`src/rtl/vga_timing_pkg.sv`:
```
// Shared 640x480@60 timing constants, coordinate width and raster output bundle
// for the pong raster stage.
package vga_timing_pkg;

  localparam int unsigned COORD_W = 10;

  localparam int unsigned DEF_H_ACTIVE = 640;
  localparam int unsigned DEF_H_FP     = 16;
  localparam int unsigned DEF_H_SYNC   = 96;
  localparam int unsigned DEF_H_BP     = 48;
  localparam int unsigned DEF_V_ACTIVE = 480;
  localparam int unsigned DEF_V_FP     = 10;
  localparam int unsigned DEF_V_SYNC   = 2;
  localparam int unsigned DEF_V_BP     = 33;

  localparam int unsigned DEF_H_TOTAL = DEF_H_ACTIVE + DEF_H_FP + DEF_H_SYNC + DEF_H_BP;
  localparam int unsigned DEF_V_TOTAL = DEF_V_ACTIVE + DEF_V_FP + DEF_V_SYNC + DEF_V_BP;

  localparam int unsigned DEF_H_SYNC_START = DEF_H_ACTIVE + DEF_H_FP;
  localparam int unsigned DEF_H_SYNC_END   = DEF_H_SYNC_START + DEF_H_SYNC;
  localparam int unsigned DEF_V_SYNC_START = DEF_V_ACTIVE + DEF_V_FP;
  localparam int unsigned DEF_V_SYNC_END   = DEF_V_SYNC_START + DEF_V_SYNC;

  // Everything the renderer sees, registered together so it stays aligned.
  typedef struct packed {
    logic               pix_en;
    logic               hsync;
    logic               vsync;
    logic               video_on;
    logic               line_tick;
    logic               frame_tick;
    logic [COORD_W-1:0] column;
    logic [COORD_W-1:0] row;
  } vga_out_t;

  // Half-open window test [lo, hi) on a coordinate.
  function automatic logic in_window(logic [COORD_W-1:0] v,
                                     logic [COORD_W-1:0] lo,
                                     logic [COORD_W-1:0] hi);
    return (v >= lo) && (v < hi);
  endfunction

endpackage

```
`src/rtl/vga_wrap_counter.sv`:
```
// Modulo-MAX counter advancing on en; wrap flags the enabled step out of MAX-1.
module vga_wrap_counter
  import vga_timing_pkg::*;
#(
  parameter int unsigned MAX = DEF_H_TOTAL,
  parameter int unsigned W   = COORD_W
) (
  input  logic         clk,
  input  logic         reset,
  input  logic         en,
  output logic [W-1:0] cnt,
  output logic         wrap
);

  localparam logic [W-1:0] LAST = W'(MAX - 1);

  assign wrap = en && (cnt == LAST);

  always_ff @(posedge clk) begin
    if (reset) begin
      cnt <= '0;
    end else if (en) begin
      cnt <= (cnt == LAST) ? '0 : cnt + W'(1);
    end
  end

endmodule

```
`src/rtl/vga_timing_gen.sv`:
```
// VGA raster timing: pixel-rate divider, h/v counters and a single aligned
// output register stage (syncs, video gate, coordinates, line/frame ticks).
module vga_timing_gen
  import vga_timing_pkg::*;
#(
  parameter int unsigned H_ACTIVE = DEF_H_ACTIVE,
  parameter int unsigned H_FP     = DEF_H_FP,
  parameter int unsigned H_SYNC   = DEF_H_SYNC,
  parameter int unsigned H_BP     = DEF_H_BP,
  parameter int unsigned V_ACTIVE = DEF_V_ACTIVE,
  parameter int unsigned V_FP     = DEF_V_FP,
  parameter int unsigned V_SYNC   = DEF_V_SYNC,
  parameter int unsigned V_BP     = DEF_V_BP,
  parameter int unsigned CLK_DIV  = 2,
  parameter bit          SYNC_POL = 1'b0
) (
  input  logic               clk,
  input  logic               reset,
  output logic               pix_en,
  output logic               hsync,
  output logic               vsync,
  output logic               video_on,
  output logic [COORD_W-1:0] column,
  output logic [COORD_W-1:0] row,
  output logic               line_tick,
  output logic               frame_tick
);

  localparam int unsigned H_TOTAL = H_ACTIVE + H_FP + H_SYNC + H_BP;
  localparam int unsigned V_TOTAL = V_ACTIVE + V_FP + V_SYNC + V_BP;
  localparam int unsigned DIV_W   = (CLK_DIV > 1) ? $clog2(CLK_DIV) : 1;

  localparam logic [DIV_W-1:0]   DIV_LAST     = DIV_W'(CLK_DIV - 1);
  localparam logic [COORD_W-1:0] H_ACT_C      = COORD_W'(H_ACTIVE);
  localparam logic [COORD_W-1:0] V_ACT_C      = COORD_W'(V_ACTIVE);
  localparam logic [COORD_W-1:0] H_SYNC_START = COORD_W'(H_ACTIVE + H_FP);
  localparam logic [COORD_W-1:0] H_SYNC_END   = COORD_W'(H_ACTIVE + H_FP + H_SYNC);
  localparam logic [COORD_W-1:0] V_SYNC_START = COORD_W'(V_ACTIVE + V_FP);
  localparam logic [COORD_W-1:0] V_SYNC_END   = COORD_W'(V_ACTIVE + V_FP + V_SYNC);

  if (H_TOTAL > 1024 || V_TOTAL > 1024) begin : g_bad_total
    $error("vga_timing_gen: H_TOTAL/V_TOTAL must not exceed 1024");
  end
  if (CLK_DIV < 1) begin : g_bad_div
    $error("vga_timing_gen: CLK_DIV must be at least 1");
  end

  logic [DIV_W-1:0]   div;
  logic               step;
  logic               eol;
  logic               eof;
  logic [COORD_W-1:0] h_cnt;
  logic [COORD_W-1:0] v_cnt;
  vga_out_t           out_nxt;
  vga_out_t           out_q;

  // Pixel-rate divider; with CLK_DIV=1 div stays 0 and step is always high.
  assign step = (div == DIV_LAST);

  always_ff @(posedge clk) begin
    if (reset) begin
      div <= '0;
    end else if (step) begin
      div <= '0;
    end else begin
      div <= div + DIV_W'(1);
    end
  end

  vga_wrap_counter #(
    .MAX (H_TOTAL),
    .W   (COORD_W)
  ) u_h_cnt (
    .clk   (clk),
    .reset (reset),
    .en    (step),
    .cnt   (h_cnt),
    .wrap  (eol)
  );

  vga_wrap_counter #(
    .MAX (V_TOTAL),
    .W   (COORD_W)
  ) u_v_cnt (
    .clk   (clk),
    .reset (reset),
    .en    (eol),
    .cnt   (v_cnt),
    .wrap  (eof)
  );

  // Decode the current counter state; registered below as one aligned bundle.
  always_comb begin
    out_nxt            = '0;
    out_nxt.pix_en     = step;
    out_nxt.line_tick  = eol;
    out_nxt.frame_tick = eof;
    out_nxt.column     = h_cnt;
    out_nxt.row        = v_cnt;
    out_nxt.video_on   = (h_cnt < H_ACT_C) && (v_cnt < V_ACT_C);
    out_nxt.hsync      = in_window(h_cnt, H_SYNC_START, H_SYNC_END) ? SYNC_POL : ~SYNC_POL;
    out_nxt.vsync      = in_window(v_cnt, V_SYNC_START, V_SYNC_END) ? SYNC_POL : ~SYNC_POL;
  end

  always_ff @(posedge clk) begin
    if (reset) begin
      out_q       <= '0;
      out_q.hsync <= ~SYNC_POL;
      out_q.vsync <= ~SYNC_POL;
    end else begin
      out_q <= out_nxt;
    end
  end

  assign pix_en     = out_q.pix_en;
  assign hsync      = out_q.hsync;
  assign vsync      = out_q.vsync;
  assign video_on   = out_q.video_on;
  assign column     = out_q.column;
  assign row        = out_q.row;
  assign line_tick  = out_q.line_tick;
  assign frame_tick = out_q.frame_tick;

endmodule

```
`config.mk`:
```
export PLATFORM = sky130hd
export DESIGN_NAME = vga_timing_gen
export DESIGN_NICKNAME = d
export VERILOG_FILES = /design/src/rtl/vga_timing_pkg.sv /design/src/rtl/vga_wrap_counter.sv /design/src/rtl/vga_timing_gen.sv
export SDC_FILE = /design/constraint.sdc
export NUM_CORES = 1
export LEC_CHECK = 0
export CORE_MARGIN = 8
export CORE_UTILIZATION = 30
export CTS_CLUSTER_SIZE = 16
export DETAILED_ROUTE_END_ITERATION = 7
export PLACE_DENSITY = 0.61
export SETUP_SLACK_MARGIN = 0.4
export SLEW_MARGIN = 20
export SYNTH_ARGS = -nofsm -noshare
export SYNTH_HDL_FRONTEND = slang
export SYNTH_SLANG_ARGS = --single-unit
export TNS_END_PERCENT = 30
```
`constraint.sdc`:
```
create_clock -name clk -period 2.3 [get_ports clk]
set_input_delay 0.46 -clock clk [delete_from_list [all_inputs] [get_ports clk]]
set_output_delay 0.46 -clock clk [all_outputs]
set_load 0.02 [all_outputs]
```
==> run summary <==
CP bufs+invs: 0
cells after synthesis: 189
Req. time, crit path: 2.53 ns
PD cells: 637 nW/um^2
vias in the first global route: 1297
grt ovf: 0
Detailed Place HPWL: 2.53 mm
CTS tree: yes
Clk pwr share: 39.7%
CP startpoint kind: flop
Initial DRT Pass Iterations: 4
met1 global-route usage: 10.2%
FP Rows: 28
port buffer count: 27
Yosys warnings: 0
Synth Area in Simple Gates: 29.0%
Int Pwr: 1150 uW
Die ar.: 8580 um^2
Synth Area in XOR/XNOR: 4.97%
hold_ws: 0.497 ns
final WL: 3.60 mm
CP Class: flop to flop
Netlist Area Pre-Place: 1760 um^2
main combinational cell family by area after synthesis: simple AND/OR/NAND/NOR gates
Fmax achieved: 0.528 GHz
slowest CP cell: or4_4
largest area contributor in the netlist: dfxtp_1
total of max-cap violations: 0
P&R area growth vs syn: 28.0%
combinational fraction of design power: 3.0%
multi-input logic area: 757 um^2
crit path cell chain: or4b_1, or4_4, or3_1, a21oi_1
worst slew pin tran: 0.305 ns
busiest grt layer: met2
Mapped Nets: 195
fin crit share: 82.4%
hold crit path type: flop to flop
Final ANT Viol Nets: 0
number of synthesized flops with an enable pin: 0
most frequent cells after synthesis: dfxtp_1 (47), nor2_1 (18), nor2b_1 (16)
Synth Area in Compound Gates: 5.54%
most common cell in the netlist: dfxtp_1
Synth Area in Adders: 2.84%
total track usage: 8.65%
async set-reset flop share out of synthesis: 0%
sequential power share: 57.2%
fin crit period: 1.89 ns
top_reg_cell synth: dfxtp_1
synthesized area per cell: 9.32 um^2
WL/cell: 12.2 um
htree depth: 2
mux contribution to synthesized area: 0%
Slew headroom: 79.5%
outcome: finished, final reports clean
CTS max path bufs: 2
DRT iter0 DRCs: 168
GRT met2 Usage: 13.5%
fin area: 2250 um^2
Final Wtd Congestion: 0.848
Seq/Total Area, Yosys: 53.4%
clock slew at reported path FFs: 0.08 ns
fill count: 594
Max stage delay on crit path: 0.52 ns
antenna cells: 0
Largest delay share family, worst path: simple AND/OR/NAND/NOR gates
worst vdd ir: 290 uV
layout cell share with drive strength beyond 1: 10.0%
first-pass GRT wire length: 6.05 mm
largest net degree at the start of global routing: 24
Initial Util: 30.5%
via count: 1348
TritonCTS Buffers: 5
final hold viol count: 0
dpl cell area: 2110 um^2
clock sink count: 47
RSZ-0062 raised after global routing: true
switching pwr: 282 uW
R2R setup slack: 0.41 ns
total power: 1440 uW
# IOs: 28
clk root buf: clkbuf_8
Net Sw Frac: 19.7%
Die X: 92.6 um
CTS Hold Bufs: 0
Seq cells post-synth: 47
Vias per Instance: 4.57
final setup vio count: 0
Distinct cells, synth: 29
number of antenna violations at the first check in global routing: 0
CP Capture Type: flop
arrival time at the worst endpoint: 2.13 ns
Max Slew Vio Count: 0
critical path fanouts, max: 7
setup TNS: 0 ns
core area: 5780 um^2
Global Route met3 Usage: 3.24%
Die Ht: 92.6 um
post-synth top area share: 53.4%
fin nets: 226
Clock Latency Late Sink: 0.29 ns
largest cells by area after synthesis: dfxtp_1 (53%), nor2b_1 (5.7%), nor2_1 (3.8%)
Sequential Area: 952 um^2
leak pwr: 0.000773 uW
Final Skew: 0.00315 ns
DRC violations left: 0
metal layers:
layer,vias up,part of all wire (%),routed length [um]
met2,28,42,1530
li1,702,-,-
met3,5,6.7,241
met1,613,49,1770
met5,-,0,0
met4,0,1.8,65
placed cells by master (no fill, tap or decap), drive strengths merged, types with 2 or more instances in the layout:
cell type,instances
or4,2
nand2,11
nor4,2
o21ai,8
dfxtp,47
clkdlybuf4s50,27
a21oi,10
nand3,8
and3,2
buf,7
inv,7
or4b,2
nand4,10
nand2b,2
clkbuf,6
nor2,18
xnor2,4
xor2,6
nor3,8
or3,6
nor2b,16
ha,4
power by group through the flow:
stage	Combinational [uW]	Clock [uW]	Sequential, uW
2_1_floorplan	22.0	0	847
3_3_place_gp	44.1	0	843
3_5_place_dp	44.2	0	843
4_1_cts	44.2	588	824
5_1_grt	48.3	613	823
6_report	43.7	570	822
tightest hold or removal path: cells and delay by family, from the launching register on:
family	cells	cell delay, ns
AND/OR/NAND/NOR	1	0.04
flip-flops	1	0.34
buffers and inverters	1	0.07
metrics by stage:
step           setup WS, ns  util (%)  instances
6_report              0.405      39.0        295
5_1_grt               0.339      39.0        295
4_1_cts               0.396      38.5        292
3_5_place_dp          0.368      36.5        285
3_3_place_gp          0.393      36.5        285
2_1_floorplan         0.398         -        189
path summary, 6_finish.rpt:
path,start,to,cells past startpoint
max,u_h_cnt.cnt[6],u_v_cnt.cnt[6],4
min,u_h_cnt.cnt[1],column[1],2
min reg2reg,u_h_cnt.cnt[1],column[1],2
max reg2reg,u_h_cnt.cnt[6],u_v_cnt.cnt[6],4
flip-flops by register name (all words and copies together) (netlist names):
signal / flops
column: 10
row: 10
u_h_cnt.cnt: 10
u_v_cnt.cnt: 10
div: 1
frame_tick: 1
hsync: 1
line_tick: 1
pix_en: 1
video_on: 1
vsync: 1
timing repair:
action,4_1_cts,5_1_grt
pin swaps,0,4
endpoints found under the setup margin,5,7
buffers inserted,0,3
gates resized for setup,5,4
cells by family (layout without fill, tap and decap cells):
logic type / count (synthesis) / count (layout)
DFF: 47 / 47
AOI/OAI and AO/OA: 19 / 19
and+or+nand+nor: 92 / 92
xor gates and xnor gates: 10 / 10
buffers and inverters: 17 / 48
adders and majority gates: 4 / 4
cell type report:
cell class,count,share of cell area (%)
well taps,75,4.16
inverters,7,1.17
clock buffers,6,3.22
multi-input cells,125,33.6
clock inverters,1,1.33
flip-flops and latches,47,42.2
repair buffers,34,14.3
Power figures use the tool's default switching activity.
